**src/rtl/aibcr3_red_pkg.sv**
```systemverilog
// aibcr3_red_pkg: sequencer state/request enums and the index-to-thermometer helper
package aibcr3_red_pkg;
  localparam int MAX_LANES = 256;
  typedef enum logic [2:0] {IDLE, GATE, SWITCH, SETTLE, DONE} state_t;
  typedef enum logic {RED, JTAG} pend_t;
  function automatic logic [MAX_LANES-1:0] idx_to_therm(input int idx, input int n);
    logic [MAX_LANES-1:0] t;
    for (int i = 0; i < MAX_LANES; i++) t[i] = (i >= idx) && (i < n);
    return t;
  endfunction
endpackage

```
**src/rtl/aibcr3_red_therm_dec.sv**
```systemverilog
// aibcr3_red_therm_dec: failing-lane index to per-lane shift thermometer (bit i set when i >= idx)
module aibcr3_red_therm_dec
  import aibcr3_red_pkg::*;
#(
  parameter int NUM_LANES = 24,
  parameter int IDX_W = $clog2(NUM_LANES + 1)
) (
  input  logic [IDX_W-1:0]     idx,
  output logic [NUM_LANES-1:0] therm
);
  // idx == NUM_LANES yields all-zero (no repair)
  always_comb therm = NUM_LANES'(idx_to_therm(int'(idx), NUM_LANES));
endmodule

```
**src/rtl/aibcr3_red_shift_seq.sv**
```systemverilog
// aibcr3_red_shift_seq: glitch-safe sequencer for lane shift_en and JTAG clock select (optional AIBCR3_RED_SWITCH_CNT_EN adds red_cnt)
module aibcr3_red_shift_seq
  import aibcr3_red_pkg::*;
#(
  parameter int NUM_LANES = 24,
  parameter int GATE_CYC = 4,
  parameter int IDX_W = $clog2(NUM_LANES + 1)
) (
  input  logic                 clk,
  input  logic                 rst_n,
  input  logic                 red_req,
  input  logic [IDX_W-1:0]     red_idx,
  input  logic                 jtag_clksel,
  output logic [NUM_LANES-1:0] shift_en,
  output logic                 jtag_clksel_q,
  output logic                 clk_en,
  output logic                 busy,
  output logic                 red_ack,
  output logic                 err_idx,
  output logic                 err_ovf
`ifdef AIBCR3_RED_SWITCH_CNT_EN
  ,
  output logic [7:0]           red_cnt
`endif
);
  localparam int CNT_W = (GATE_CYC > 1) ? $clog2(GATE_CYC) : 1;
  state_t state, state_d;
  pend_t pend_type, pend_type_d;
  logic [CNT_W-1:0] cnt, cnt_d;
  logic [IDX_W-1:0] pend_idx, pend_idx_d;
  logic pend_sel, pend_sel_d, err_pend, idx_bad, cnt_last;
  logic [NUM_LANES-1:0] therm;
  assign idx_bad = red_idx > IDX_W'(NUM_LANES);
  assign cnt_last = cnt == CNT_W'(GATE_CYC - 1);
  assign busy = state != IDLE;
  aibcr3_red_therm_dec #(.NUM_LANES(NUM_LANES), .IDX_W(IDX_W)) u_dec (.idx(pend_idx), .therm(therm));
  // next-state: accept work in IDLE (repair first), then gate, switch, settle, done
  always_comb begin
    state_d = state;
    cnt_d = cnt;
    pend_idx_d = pend_idx;
    pend_type_d = pend_type;
    pend_sel_d = pend_sel;
    case (state)
      IDLE:
        if (red_req && !idx_bad) begin
          state_d = GATE;
          pend_idx_d = red_idx;
          pend_type_d = RED;
        end else if (!red_req && jtag_clksel != jtag_clksel_q) begin
          state_d = GATE;
          pend_sel_d = jtag_clksel;
          pend_type_d = JTAG;
        end
      GATE, SETTLE: begin
        cnt_d = cnt_last ? '0 : cnt + 1'b1;
        state_d = !cnt_last ? state : (state == GATE ? SWITCH : DONE);
      end
      SWITCH: state_d = SETTLE;
      default: state_d = IDLE;
    endcase
  end
  // sequencer state and latched pending request
  always_ff @(posedge clk or negedge rst_n)
    if (!rst_n) begin
      state <= IDLE;
      cnt <= '0;
      pend_idx <= '0;
      pend_type <= RED;
      pend_sel <= 1'b0;
    end else begin
      state <= state_d;
      cnt <= cnt_d;
      pend_idx <= pend_idx_d;
      pend_type <= pend_type_d;
      pend_sel <= pend_sel_d;
    end
  // registered outputs, each derived from the current state so muxes only move while clk_en is low
  always_ff @(posedge clk or negedge rst_n)
    if (!rst_n) begin
      shift_en <= '0;
      jtag_clksel_q <= 1'b0;
      clk_en <= 1'b1;
      red_ack <= 1'b0;
      err_idx <= 1'b0;
      err_ovf <= 1'b0;
      err_pend <= 1'b0;
`ifdef AIBCR3_RED_SWITCH_CNT_EN
      red_cnt <= '0;
`endif
    end else begin
      clk_en <= state == IDLE || state == DONE;
      err_pend <= state == IDLE && red_req && idx_bad;
      red_ack <= (state == DONE && pend_type == RED) || err_pend;
      err_idx <= err_idx || err_pend;
      err_ovf <= err_ovf || (busy && red_req);
      shift_en <= (state == SWITCH && pend_type == RED) ? therm : shift_en;
      jtag_clksel_q <= (state == SWITCH && pend_type == JTAG) ? pend_sel : jtag_clksel_q;
`ifdef AIBCR3_RED_SWITCH_CNT_EN
      red_cnt <= (state == DONE && red_cnt != 8'hFF) ? red_cnt + 8'd1 : red_cnt;
`endif
    end
endmodule

```
**config.mk**
```make
export PLATFORM = sky130hd
export DESIGN_NAME = aibcr3_red_shift_seq
export DESIGN_NICKNAME = d
export VERILOG_FILES = /design/src/rtl/aibcr3_red_pkg.sv /design/src/rtl/aibcr3_red_therm_dec.sv /design/src/rtl/aibcr3_red_shift_seq.sv
export SDC_FILE = /design/constraint.sdc
export NUM_CORES = 1
export LEC_CHECK = 0
export CAP_MARGIN = 20
export CORE_MARGIN = 2
export CORE_UTILIZATION = 30
export CTS_CLUSTER_DIAMETER = 200
export CTS_CLUSTER_SIZE = 12
export DETAILED_ROUTE_END_ITERATION = 8
export SLEW_MARGIN = 15
export SYNTH_ARGS = -nofsm -noshare
export SYNTH_HDL_FRONTEND = slang
export SYNTH_HIERARCHICAL = 1
export SYNTH_SLANG_ARGS = --single-unit
```
**constraint.sdc**
```tcl
create_clock -name clk -period 2.6 [get_ports clk]
set_clock_uncertainty 0.05 [all_clocks]
set_input_delay 0.52 -clock clk [delete_from_list [all_inputs] [get_ports clk]]
set_output_delay 0.52 -clock clk [all_outputs]
set_load 0.02 [all_outputs]
```
==> results of run 1 <==
==> power by group <==
part / total [mW] / switching (mW) / leakage [nW] / internal (mW)
combinational: 1.27 / 0.603 / 0.483 / 0.669
clock: 0.512 / 0.229 / 0.0579 / 0.283
sequential: 1.15 / 0.241 / 0.527 / 0.908
total: 2.93 / 1.07 / 1.07 / 1.86
==> path summary, 6_finish.rpt <==
kind                          start     endpoint  slack (ns)  cells after the start
setup / recovery           state[1]         busy        0.31                      3
hold / removal                rst_n      red_ack        0.11                      1
setup reg to reg           state[1]  pend_idx[2]        0.74                      4
hold reg to reg             err_idx      err_idx        0.42                      1
max in group asynchronous     rst_n       clk_en        1.69                      2
min in group clk            err_idx      err_idx        0.42                      1
==> routing by layer <==
metal  wire [µm]  up-vias  global-route usage
li1            -      602                   -
met1        1750      595               0.157
met2        1650       34               0.171
met3         185        7              0.0328
met4          55        0              0.0396
met5           0        -                   0
==> area by class of cell <==
class	instances	area share
Sequential cell	42	0.435
Clock inverter	3	0.0166
Clock buffer	5	0.0285
Timing Repair Buffer	40	0.161
Inverter	6	0.00931
Multi-Input combinational cell	90	0.310
Tap cell	75	0.0388
==> logic make-up (layout without fill, tap and decap cells) <==
family / Yosys count / count (layout)
AOI/OAI and AO/OA: 24 / 24
xor gates and xnor gates: 2 / 2
buffers and inverters: 16 / 54
DFF: 42 / 42
muxes: 31 / 31
adders and majority gates: 1 / 1
and+or+nand+nor: 32 / 32
==> sequential cells by signal, summed over array words and instances (netlist names), 2 cells and up <==
name / flops
cnt: 2
pend_idx: 5
shift_en: 24
state: 3
==> placed cells by master (no fill, tap or decap), drive strengths merged, types with 3 or more instances in the layout <==
master	count
dfrtp	41
clkdlybuf4s50	37
mux2	31
nor2	9
o21ai	8
inv	6
nor3	6
clkbuf	5
a21oi	4
a31oi	4
and3	4
or2	4
nand2	3
o31ai	3
buf	3
==> worst max-delay path, cell delays in order, from the launching register on <==
cell,delay (ns)
sky130_fd_sc_hd__dfrtp_1,0.48
sky130_fd_sc_hd__nor3_4,0.29
sky130_fd_sc_hd__inv_2,0.10
sky130_fd_sc_hd__clkdlybuf4s50_1,0.55
==> results.md, run 1 <==
CTS:
- TritonCTS built the clock tree.
- The H-tree was split into 2 levels.
- The register clock-pin slew on the reported worst setup and hold paths is 0.08 ns.
- The buffers inserted during post-CTS setup optimization is 0.
- The post-cts resize count is 0.
- The hold buffer count at cts is 0.
- The clock passes through at most 2 buffers.
- The cell sitting at the root of the clock tree is a sky130_fd_sc_hd__clkbuf_8.
- TritonCTS created 5 clock buffers.
- The clock latency reported for the late side of the worst-skew pair is 0.29 ns.
- The clock sink count is 42.

Synth:
- The number of synthesis warnings is 6.
- In the synthesized netlist, the number of instances is 148.
- Among all cell types in the netlist, the one instantiated most often is sky130_fd_sc_hd__dfrtp_1.
- The synthesized-area fraction occupied by ao, oa, aoi and oai cells came to 0.0820.
- Of the post-synthesis cell area, the part taken by muxes is 0.192.
- The synthesis-stage register bit count is 42.
- The sequential element share of the synthesized area is 0.556.
- Counting distinct cell types in the post-synthesis netlist gives 37.
- The number of nets in the synthesized netlist is 158.
- The dominant combinational cell family by area after synthesis is multiplexers.
- The share of the synthesized netlist area taken by xor and xnor gates is 0.00926.
- The dominant register cell in the synthesized netlist is sky130_fd_sc_hd__dfrtp_1.
- A synthesized cell averages 12.8 µm².
- The mapped netlist covers 0.00189 mm².
- Yosys attributes the largest share of cell area to sky130_fd_sc_hd__dfrtp_1, sky130_fd_sc_hd__mux2_2, sky130_fd_sc_hd__mux2_4.
- Counting instances in the post-synthesis netlist gives the leading cell types as sky130_fd_sc_hd__dfrtp_1, sky130_fd_sc_hd__mux2_2, sky130_fd_sc_hd__o21ai_0, sky130_fd_sc_hd__nor2_1.
- Of the post-synthesis cell area, the dominant cell type holds 0.542.
- Counting flops with a built-in enable in the synthesized netlist gives 0.
- The arithmetic-cell share of the synthesized area counting full adders, half adders and majority gates is 0.00661.
- The cell type contributing the most total cell area after synthesis is sky130_fd_sc_hd__dfrtp_1.
- The synthesized-area fraction occupied by and/or/nand/nor cells is 0.106.
- The share of flip-flops with an asynchronous set or reset after synthesis is 1.00.

Setup path:
- The endpoint kind of the worst setup timing path is a primary output.
- The required time of the critical path is 2.03 ns.
- The critical path in this run is classified as register to primary output.
- Data arrives at the worst endpoint at 1.72 ns.
- The type of origin of the critical path is a register.
- Of all nets on the critical path, the largest fanout is 7.

Power:
- The power density over cell area is 1210 mW/mm².
- The completed layout was analyzed and its total power is 2.93 mW.
- VDD sags by at most 0.000560 V.
- The analysis attributes to cell leakage a power of 1.07 nW.

Die:
- In this run the count of I/O pins placed on the die edge is 39.
- The area of the core is 0.00599 mm².
- The die covers 0.00696 mm².
- The floorplan step set the die width to 83.4 µm.
- The die height is 83.4 µm.
- The row count is 28.
- The starting density of the core is 0.316.

Hold path:
- The path type of the worst min-delay path is input pin to async pin.

Place:
- The number of placed instances, taps included, is 253.
- Detailed placement ended at an HPWL of 2570 µm.
- The count of buffers inserted at the top-level ports is 38.
- The cell area after placement is 0.00231 mm².
- At the end of routability-driven placement, the weighted congestion stood at 0.779.
- Before CTS, the worst setup slack after placement is 0.325 ns.

Global routing:
- Entering global routing, the biggest net connects 25 pins.
- The first global-routing pass estimated 6330 µm of wire.
- The via count of the first global-routing pass is 1240.
- The number of antenna violations at the first check in global routing is 0.
- Across every metal layer, demand over resource in global routing totals 0.114.
- Global routing finished with a remaining overflow of 0.

STA:
- Setup repair after global routing left no endpoint under its margin.
- The number of setup violations in the final report is 0.
- Across all setup checks in the final design, the least slack found is 0.314 ns.
- The count of final max-slew check failures is 0.
- Hold is met by 0.108 ns.
- The transition time at the pin with the least slew margin is 0.548 ns.
- The count of final hold-check violations is 0.
- The time the worst path needs with I/O delays and setup is 2.29 ns.
- The max-slew headroom at the worst pin is 0.635.
- Timing would allow up to 438 MHz.
- Summed over all failing endpoints, the final setup total negative slack is 0 ns.
- The period utilization is 0.879.

Final layout:
- Summing all multi-input logic gate instances after layout gives 751 µm².
- Registers take 0.00105 mm².
- The area growth from synthesis to final layout is 27.8%.
- Leaving out filler cells and counting taps, the final layout contains 261.
- The final cell area excluding filler cells is 0.00242 mm².
- The number of nets in the final layout is 195.
- The layout has 577 filler cells.
- At the end of the flow the core is filled with cells to 0.404.
- In the final layout, the share of cells above drive strength 1 is 0.301.
- The repair_antennas step left the layout with diodes totalling 0.

Drt:
- The final routed wirelength across all metal layers is 3630 µm.
- The number of vias after detailed routing is 1238.
- The post-detailed-route wirelength per cell is 13.9 µm.
- The post-detailed-route via-to-cell ratio is 4.74.
- The count of nets left with antenna violations once routing finished came out at 0.
- For this block, the initial DRC count from the detailed router was 55.
- The detailed-router iteration count before antenna repair is 4.
- The post-detailed-route DRC marker count is 0.

Run:
- The max-capacitance violation count is 0.

Run status:
- The run finished with clean final reports.
Note: power is estimated with default switching activity, not from simulation.
==> inputs of run 2 (changes only) <==
==> constraint.sdc (replaced) <==
create_clock -name clk -period 2.79 [get_ports clk]
set_clock_uncertainty 0.05 [all_clocks]
set_input_delay 0.558 -clock clk [delete_from_list [all_inputs] [get_ports clk]]
set_output_delay 0.558 -clock clk [all_outputs]
set_load 0.02 [all_outputs]
==> run 2 against run 1 <==
Compared with the run above:
- first-iteration DRC count increased by 65%
- sequential share of layout area up 0.87 points
- setup slack improved by 0.17 ns
- combinational power is 11% lower
- critical path type unchanged
- cell area down 2.0%
- non-clock buffer count decreased by 2
- sequential cell count stayed put
- sequential power down 3%
==> results.md, run 2 (synthesis gave the netlist of run 1 again) <==
Run status:
- The flow ran to the end, and the final reports show no timing, DRC or antenna violations.

STA:
- The count of final hold-check violations is 0.
- The transition time at the pin with the least slew margin is 0.930 ns.
- Summed over all failing endpoints, the final setup total negative slack is 0 ns.
- The post-route worst setup slack is 0.483 ns.
- Setup repair after global routing left no endpoint under its margin.
- Headroom to the max-slew limit came out at 0.380.
- The count of final max-slew check failures is 0.
- Counting I/O delays and the setup requirement, the final critical path takes 2.31 ns.
- In the finished design, the share of the clock period the worst path needs comes to 0.827.
- The maximum frequency from static timing analysis is 433 MHz.
- The number of setup violations in the final report is 0.

CTS:
- The root buffer cell is sky130_fd_sc_hd__clkbuf_8.
- At the later pin of the worst-skew pair, clock insertion delay measures 0.28 ns.
- The H-tree was split into 2 levels.
- The CTS tree is built.
- The register clock-pin slew on the reported worst setup and hold paths is 0.08 ns.
- Buffers added to address setup during post-CTS repair amount to 0.
- The tree built by TritonCTS fans out to 42 sinks.
- The number of clock buffers inserted by TritonCTS is 5.
- The buffer levels on the longest clock path is 2.
- The hold buffer count at cts is 0.
- Gates resized during post-CTS repair numbered 0.

Global routing:
- The met1 demand-to-capacity share in global routing is 0.142.
- The first global-routing pass estimated 6110 µm of wire.
- The pin count of the biggest net entering global routing is 43.
- The most crowded layer after global routing is met2.
- The total routing resource utilization after global routing is 0.109.
- The met2 track utilization from global routing is 0.167.
- After global routing the overflow that remains totals 0.
- For this run, global-route usage on met3 was measured as 0.0338.
- The number of antenna violations at the first check in global routing is 0.
- The via count of the first global-routing pass is 1246.

Place:
- The placed wire-length estimate is 2450 µm.
- In this run the tool buffered the top-level ports with 38 buffer cells.
- The congestion estimate from routability-driven global placement came to 0.765.
- At the placement stage, the worst setup path has a slack of 0.475 ns.

Die:
- The die height is 83.4 µm.
- The die area is 0.00696 mm².
- The row count is 28.
- During I/O placement, the number of pins put on the boundary was 39.
- After floorplanning, the core was sized to cover 0.00599 mm².
- The die is 83.4 µm wide.
- The initial utilization of the core area, before any placement, comes to 0.316.

Setup path:
- The count of buffer and inverter cells on the critical path is 2.
- At the worst endpoint, the required time is 2.18 ns.
- The path type of the worst setup path is register to primary output.
- The total number of cells along the worst setup path is 3.
- The endpoint kind of the worst setup timing path is a primary output.
- The largest fanout on the critical path is 7.
- The number of cells on the worst reg-to-reg path is 4.
- The delay of the slowest critical-path stage is 0.55 ns.
- The slowest cell on the critical path is sky130_fd_sc_hd__clkdlybuf4s50_1.
- The signal on the critical path passes through nor3_4, inv_2, clkdlybuf4s50_1.
- The data arrival time of the critical path is 1.70 ns.
- Broken down by cell family, the worst path's largest delay share belongs to buffers and inverters.
- The worst setup path is launched from a register.
- The worst register-to-register path has a setup slack of 0.94 ns.

Drt:
- The detailed router finished its first iteration with 91 violations.
- Dividing the detail-routed via count by the number of cells gives 4.79.
- For this block, the routed nets add up to 3600 µm of wire.
- The post-detailed-route count of antenna-violating nets is 0.
- The post-detailed-route wirelength per cell is 14.0 µm.
- The routed layout has 1237 vias.
- The detailed-router iteration count before antenna repair is 4.
- For this run, design rule violations remaining after detail routing come to 0.

Final layout:
- The library cells used most frequently in the layout, excluding fill and tap cells, are sky130_fd_sc_hd__dfrtp_1, sky130_fd_sc_hd__clkdlybuf4s50_1, sky130_fd_sc_hd__mux2_2.
- Counting flops per register, the top entry is shift_en.
- The antenna cell count is 0.
- The area growth from synthesis to final layout is 25.3%.
- The number of nets in the final layout is 193.
- The most frequent standard cell in the layout excluding fill and tap cells is sky130_fd_sc_hd__dfrtp_1.
- The largest registers in the layout are shift_en: 24 flops, pend_idx: 5 flops, state: 3 flops.
- The flip-flop count of the largest register after layout is 24.
- The share of post-route cells with drive strength above 1 is 0.279.

Power:
- In this run the power density over the cells is 1100 mW/mm².
- IR analysis of the VDD net gives a maximum drop of 0.000564 V.
- The static leakage is 1.04 nW.
- After layout, the design draws a total of 2.61 mW.

Run:
- Max-cap violations in this run came to 0.

Hold path:
- The path type of the worst min-delay path is input pin to async pin.
[run 2: worst reg2reg max path, delay by kind of cell, from the launching register on]
kind,cells,cell delay [ns]
buffers and inverters,1,0.11
DFF,1,0.47
muxes,1,0.33
and+or+nand+nor,2,0.78
[run 2: path summary, 6_finish.rpt]
kind,end,start
worst max-delay path,busy,state[1]
worst min-delay path,shift_en[3],rst_n
worst max register to register,pend_idx[1],state[1]
worst min register to register,err_ovf,err_ovf
max in group asynchronous,err_idx,rst_n
min in group clk,err_ovf,err_ovf
[run 2: stage by stage]
step	cells	cell area, µm²	utilization	hold WS, ns
floorplan	148	1890	-	0.212
global placement	251	2290	0.383	0.405
detailed placement	251	2290	0.383	0.403
CTS	258	2370	0.396	0.398
global route	258	2370	0.396	0.432
finish	258	2370	0.396	0.362
[run 2: metal layers]
metal	part of all wire	vias to the layer above	wire (µm)
li1	-	594	-
met5	0	-	0
met3	0.058	2	209
met1	0.49	610	1780
met4	0.0083	0	30
met2	0.44	31	1580
[run 2: power breakdown]
| group | leakage, nW | switching [mW] | internal (mW) |
|---|---|---|---|
| Sequential | 0.527 | 0.261 | 0.846 |
| Clock | 0.0383 | 0.194 | 0.173 |
| Combinational | 0.473 | 0.520 | 0.614 |
[run 2: cell type report]
type	count	area, µm²
clock buffers	7	76.3
repair buffers	38	375
fillers	588	3620
inverters	6	22.5
well taps	75	93.8
flip-flops and latches	42	1050
multi-input cells	90	751
